**config.mk**
```make
export PLATFORM = sky130hd
export DESIGN_NAME = uart_tx_arbiter
export DESIGN_NICKNAME = d
export VERILOG_FILES = /design/src/rtl/uart_tx_arbiter.sv
export SDC_FILE = /design/constraint.sdc
export NUM_CORES = 1
export LEC_CHECK = 0
export CAP_MARGIN = 40
export CELL_PAD_IN_SITES_DETAIL_PLACEMENT = 0
export CELL_PAD_IN_SITES_GLOBAL_PLACEMENT = 1
export CORE_MARGIN = 4
export CORE_UTILIZATION = 35
export CTS_BUF_LIST = sky130_fd_sc_hd__clkbuf_16
export CTS_CLUSTER_DIAMETER = 150
export DETAILED_ROUTE_END_ITERATION = 8
export PLACE_DENSITY = 0.88
export SYNTH_ARGS = -nofsm -noshare
export SYNTH_HDL_FRONTEND = slang
export SYNTH_SLANG_ARGS = --single-unit
```
**constraint.sdc**
```tcl
create_clock -name clk -period 5.3 [get_ports clk]
set_input_delay 1.325 -clock clk [delete_from_list [all_inputs] [get_ports clk]]
set_output_delay 1.325 -clock clk [all_outputs]
set_load 0.03 [all_outputs]
```
**src/rtl/uart_tx_arbiter.sv**
```systemverilog
// Round-robin arbiter sharing one UART transmitter among N_REQ byte sources.
// One byte in flight at a time; tracks tx_busy until the frame has left the line.
module uart_tx_arbiter #(
  parameter int N_REQ         = 2,
  parameter int START_TIMEOUT = 16
) (
  input  logic                     clk,
  input  logic                     rst_n,
  input  logic [N_REQ-1:0]         req_valid,
  input  logic [8*N_REQ-1:0]       req_data,
  output logic [N_REQ-1:0]         req_ready,
  output logic                     send_data,
  output logic [7:0]               data2send,
  input  logic                     tx_busy,
  output logic [$clog2(N_REQ)-1:0] grant_id,
  output logic                     busy,
  output logic                     err_start,
  output logic [1:0]               state_dbg
);

  localparam int IDW = $clog2(N_REQ);
  localparam int CW  = $clog2(START_TIMEOUT + 1);
  localparam logic [CW-1:0] CNT_LAST = CW'(START_TIMEOUT - 1);

  typedef enum logic [1:0] {
    S_IDLE      = 2'd0,
    S_ISSUE     = 2'd1,
    S_WAIT_BUSY = 2'd2,
    S_WAIT_DONE = 2'd3
  } state_t;

  // Handshake: a requester holds req_valid and its byte until it sees its
  // req_ready bit pulse for one cycle; only the IDLE state samples req_valid.
  state_t           state, state_d;
  logic [CW-1:0]    cnt, cnt_d;
  logic             pick_found;
  logic [IDW-1:0]   pick_idx;
  logic [IDW-1:0]   cand;
  logic [7:0]       pick_data;
  logic [N_REQ-1:0] ready_d;
  logic             send_d, err_d, load_d;
  logic             timeout;

  assign timeout   = (cnt == CNT_LAST);
  assign state_dbg = state;

  // Scan starts one past the last grant, so the previous winner ranks last.
  always_comb begin
    pick_found = 1'b0;
    pick_idx   = '0;
    cand       = '0;
    for (int off = 1; off <= N_REQ; off++) begin
      cand = IDW'((int'(grant_id) + off) % N_REQ);
      if (!pick_found && req_valid[cand]) begin
        pick_found = 1'b1;
        pick_idx   = cand;
      end
    end
  end

  always_comb begin
    pick_data = '0;
    for (int i = 0; i < N_REQ; i++) begin
      if (pick_idx == IDW'(i)) pick_data = req_data[8*i +: 8];
    end
  end

  always_ff @(posedge clk or negedge rst_n) begin
    if (!rst_n) state <= S_IDLE;
    else        state <= state_d;
  end

  always_comb begin
    state_d = state;
    case (state)
      S_IDLE:      if (pick_found) state_d = S_ISSUE;
      S_ISSUE:     state_d = S_WAIT_BUSY;
      S_WAIT_BUSY: begin
        // A tx_busy rise on the timeout edge still counts as a start.
        if (tx_busy)      state_d = S_WAIT_DONE;
        else if (timeout) state_d = S_IDLE;
      end
      S_WAIT_DONE: if (!tx_busy) state_d = S_IDLE;
      default:     state_d = S_IDLE;
    endcase
  end

  always_comb begin
    ready_d = '0;
    send_d  = 1'b0;
    err_d   = 1'b0;
    load_d  = 1'b0;
    cnt_d   = cnt;
    case (state)
      S_IDLE: begin
        if (pick_found) begin
          load_d  = 1'b1;
          send_d  = 1'b1;
          ready_d = N_REQ'(1) << pick_idx;
        end
      end
      S_ISSUE: cnt_d = '0;
      S_WAIT_BUSY: begin
        if (!tx_busy) begin
          if (timeout) err_d = 1'b1;
          else         cnt_d = cnt + CW'(1);
        end
      end
      default: ;
    endcase
  end

  always_ff @(posedge clk or negedge rst_n) begin
    if (!rst_n) begin
      req_ready <= '0;
      send_data <= 1'b0;
      data2send <= '0;
      grant_id  <= IDW'(N_REQ - 1);
      busy      <= 1'b0;
      err_start <= 1'b0;
      cnt       <= '0;
    end else begin
      req_ready <= ready_d;
      send_data <= send_d;
      err_start <= err_d;
      busy      <= (state_d != S_IDLE);
      cnt       <= cnt_d;
      if (load_d) begin
        data2send <= pick_data;
        grant_id  <= pick_idx;
      end
    end
  end

endmodule
```
Word level (Yosys, flattened, before mapping)
Index checks and enable logic that the tools add are counted.
{ "word_totals": {"out_inout_bits": 16, "wordCells": 50, "ff_bits": 21, "input_bits": 21} }
{ "op_classes": {"n_lt_le_gt_ge": 2, "n_eq_ne": 6, "n_reduce_logical": 6, "add_sub_neg": 3, "shift": 1, "n_mux": 24} }
{ "ops": {"columns": ["op", "n"], "rows": [
  ["2-to-1 mux 1 bit", 13],
  ["2-to-1 mux 2 bit", 6],
  ["2-to-1 mux 5 bit", 2],
  ["case mux 5 bit (2 select lines)", 1],
  ["2-to-1 mux 8 bit", 1],
  ["case mux 2 bit (4 select lines)", 1],
  ["adder 5 x 1 -> 5 bit, second input constant", 1],
  ["equality test 5 x 4 -> 1 bit, second input constant", 1],
  ["equality test 2 bit, second input constant", 2],
  ["less-than comparator 1 x 2 -> 1 bit, second input constant", 2],
  ["!= test 2 bit, second input constant", 2],
  ["nonzero test 2 bit", 2],
  ["AND reduction 3 bit", 1],
  ["adder 1 bit, second input constant", 2],
  ["equality test 2 x 1 -> 1 bit, second input constant", 1],
  ["logical NOT 2 bit", 1],
  ["left shift 1 x 1 -> 2 bit, first input constant", 1],
  ["logical AND 1 bit", 1],
  ["logical NOT 1 bit", 1]
]} }

Depth between registers and ports, before layout
{ "depth": {"word_depth": 10, "ltp_mapped": 6} }

Worst setup path after synthesis
OpenSTA, ideal clock, no wires.
{ "synth_path": {"kind": "input -> register", "from": "in req_valid[1]", "to": "reg data2send[0]", "t_required_ns": 5.175, "slack_ns": 3.012, "cell_stages": 4, "arrival_time_ns": 2.163, "path_cell_list": "a21bo_1 buf_6 mux2_4 mux2_2"} }
{ "synth_between": {"elab_chain_cells": 8} }
{ "synth_lines": {"columns": ["item", "line_no", "rtl"], "rows": [
  ["start: declaration", "9", "input logic [N_REQ-1:0] req_valid,"],
  ["2-to-1 mux 1 bit (implied by the code) (2 in series)", "54", "if (!pick_found && req_valid[cand]) begin"],
  ["2-to-1 mux 1 bit", "54", null],
  ["logical NOT 1 bit", "54", null],
  ["logical AND 1 bit", "54", null],
  ["2-to-1 mux 1 bit", "54", null],
  ["2-to-1 mux 1 bit", "96", "if (pick_found) begin"],
  ["2-to-1 mux 1 bit", "94", "case (state)"],
  ["end signal: assignment", "129", "data2send <= pick_data;"],
  ["end: declaration", "13", "output logic [7:0] data2send,"]
]} }
Several ways; a longest one is shown, not always the timed one. The select of a mux whose other input is x is not followed.
A chain may end at the register's enable or synchronous reset.

Final worst setup path
{ "layout_path": {"from": "reg state[1], in the netlist state_dbg[1]", "to": "out state_dbg[1]"} }
{ "layout_lines": {"columns": ["item", "line_no", "rtl"], "rows": [
  ["start: declaration", "34", "state_t state, state_d;"],
  ["start signal: assignment", "70", "else state <= state_d;"],
  ["end: declaration", "18", "output logic [1:0] state_dbg"]
]} }
No word-level cell between the ends.

==> run metrics <==
Worst EP required=roughly 4.0 ns; syn nets=around 110; vias in the first global route=815; worst skew pair latency=0.25 ns; Buf/Inv on CP=1; r2r worst-path depth=6; clock transition at the registers of the reported paths=0.06 ns; Unique masters post-synth=31; vias per cell=approximately 5.6; Final ANT Viol Nets=0; Slew HR=0.430; area grow syn2layout=45.3%; die span in x=61.4 microns; Hold Buf Count CTS=0; FF/Latch Area=between 500 and 600 sq um; stages on the worst setup path=1; RSZ-0062 raised after global routing=no; drt first pass iters=4; Syn Inst Count=between 80 and 90; root buffer cell=clkbuf_16; Placement Setup Slack=approximately 2.3 ns; Post-Route WL=2.41 mm; first-pass GRT wire length=about 3.8 mm; worst reg2reg startpoint=cnt[0]; Starting Density=0.366; Synth Area in Compound Gates=0.168; cell area after layout=approximately 1500 sq um; worst-path cell chain=clkdlybuf4s50_1; cell area power density=roughly 530 nW/um^2; Final setup viols=0; total power draw=~0.77 mW; FILL cells=around 240; max-slew violations=0; CP startpoint=state_dbg[1]; Max Fclk=roughly 320 MHz; critical path arrival=~1.8 ns; MaxCap Viol Count=0; full die area=~3800 sq um; period utilization=0.586; PortBufs=36; post-synthesis sequential area ratio=0.527; final setup slack of the worst path=2.20 ns; endpoints failing hold=0; I/O pin count=37; wire per inst=15.8 microns; setup slack, reg-to-reg=3.36 ns; biggest area consumer among synthesized cells=dfrtp_1; syn avg cell area=between 10 and 15 sq um; nets=about 150; core box area=about 2700 sq um; largest family of logic cells by synthesized area=simple AND/OR/NAND/NOR gates; multi-input logic area=~420 sq um; outcome=finished clean; Resized Gates After CTS=0; Post-Synth Adder-Cell Area=0.0250; Min-Delay Path Class=flop to flop; DRC viols=0; Simple-Gate Fraction of Synth Area=0.203; H-Tree Depth=1; delay-heaviest family, CP=buffers and inverters; Worst Path Max Fanout=19; antenna cells=0; xor and xnor fraction of the mapped netlist area=0; Worst Tran Pin Value=roughly 0.85 ns; Post-CTS Setup Bufs=0; RePlAce Congestion=0.756; GR Overflow Total=0; CP endpoint kind=primary output; Crit path largest cell delay=between 0.7 and 0.8 ns; synth top area cells=dfrtp_1 50%, nor4b_1 7.9%, a221o_1 7.0%; total number of vias=about 850; placed cell area=around 1400 sq um; Max Clock Skew=around 0.0018 ns; deepest clock path buffer count=2; register bit count reported by yosys=21; Yosys warning total=0; r2r endpoint=cnt[3]; Final min period=just over 3 ns; Lkg Pwr=a little over 0.6 nW; clock sinks=21; Total GRT Usage=0.137; Setup crit start kind=flop; share of layout cells above drive strength 1=0.0656; CP endpoint=state_dbg[1]; WS Path Type=flop to primary output; 1st-iter DRT viols=36; CTS Buf Count=3; Setup TNS=0 ns; die height=61.4 microns; Crit-path slowest cell=clkdlybuf4s50_1; Min Hold Slack=approximately 0.5 ns; Core Rows=19; post-synth top area share=0.501; hpwl dp=between 1.5 and 2 mm; cell area after synthesis=1000 sq um; mux share of post-synthesis cell area=0.0263; Max VDD drop=297 uV; largest net degree at the start of global routing=20; CTS tree=yes; initial antenna violation count=0
-- worst register-to-register path: stages (launching register included) --
cell	delay (ns)
dfrtp_1	0.42
ha_1	0.22
and3_1	0.18
ha_1	0.25
or2_1	0.26
or4_1	0.46
nand3_1	0.09
-- power by group --
part	internal [mW]	total (mW)	leakage (nW)	switching [mW]
clock	0.100	0.156	0.0423	0.0554
sequential	0.219	0.284	0.264	0.0648
combinational	0.157	0.335	0.305	0.177
total	0.477	0.774	0.611	0.298
-- metal layers --
| metal | part of all wire | GRT usage |
|---|---|---|
| met5 | 0 | 0 |
| met4 | 0.0025 | 0.0455 |
| met3 | 0.10 | 0.0314 |
| met2 | 0.48 | 0.231 |
| met1 | 0.42 | 0.173 |
-- sequential cells by signal (all words and copies together) (netlist names) --
| signal | count |
|---|---|
| err_start | 1 |
| send_data | 1 |
| cnt | 5 |
| data2send | 8 |
| req_ready | 2 |
| grant_id | 1 |
| state_dbg | 2 |
| busy | 1 |
-- Yosys cell counts, drive strengths merged --
cell,n
and3,2
buf,6
a221o,7
clkbuf,1
nor4b,9
or2,1
o21ai,4
nand2b,2
dfstp,1
nor2,3
o311ai,2
o31a,1
a2bb2oi,1
o211ai,2
ha,2
or4,1
dfrtp,20
inv,3
a21o,1
a21bo,1
nand2,8
nor3b,1
nand3,2
mux2,2
a21oi,2
nor3,2
or3b,1
-- layout make-up --
type,instances,area share
Tap cell,31,0.0267
Inverter,3,0.00775
Clock buffer,3,0.0517
Timing Repair Buffer,37,0.258
Clock inverter,1,0.00258
Sequential cell,21,0.363
Multi-Input combinational cell,57,0.290
-- how the worst min path moves through the flow --
stage / startpoint / end / slack [ns] / cells past startpoint
after CTS: data2send[0] / data2send[0] / 0.51 / 1
after detailed placement: data2send[0] / data2send[0] / 0.49 / 1
final: data2send[0] / data2send[0] / 0.50 / 1
after global routing: data2send[0] / data2send[0] / 0.51 / 1
after floorplan: cnt[4] / cnt[4] / 0.47 / 2
after global placement: data2send[0] / data2send[0] / 0.49 / 1
-- cells by family after synthesis --
| logic type | Yosys count |
|---|---|
| multiplexers | 2 |
| AO/OA/AOI/OAI | 21 |
| flip-flops | 21 |
| adder cells (fa/ha/maj) | 2 |
| AND/OR/NAND/NOR | 32 |
| buffers and inverters | 10 |
-- cells in the final DEF (no fill, tap or decap), drive strengths merged --
cell / count
clkdlybuf4s50: 36
dfrtp: 20
nor4b: 9
nand2: 8
a221o: 7
inv: 4
o21ai: 4
clkbuf: 3
nor2: 3
and3: 2
nor3: 2
nand2b: 2
o211ai: 2
a21oi: 2
nand3: 2
o311ai: 2
ha: 2
mux2: 2
nor3b: 1
a21bo: 1
a21o: 1
o31a: 1
or2: 1
or4: 1
or3b: 1
a2bb2oi: 1
dfstp: 1
buf: 1
-- per-stage QoR --
| step | instances | util |
|---|---|---|
| after global routing | 153 | 0.531 |
| after CTS | 153 | 0.531 |
| after floorplan | 88 | - |
| final | 153 | 0.531 |
| after global placement | 148 | 0.497 |
| after detailed placement | 149 | 0.503 |
Power figures use the tool's default switching activity.
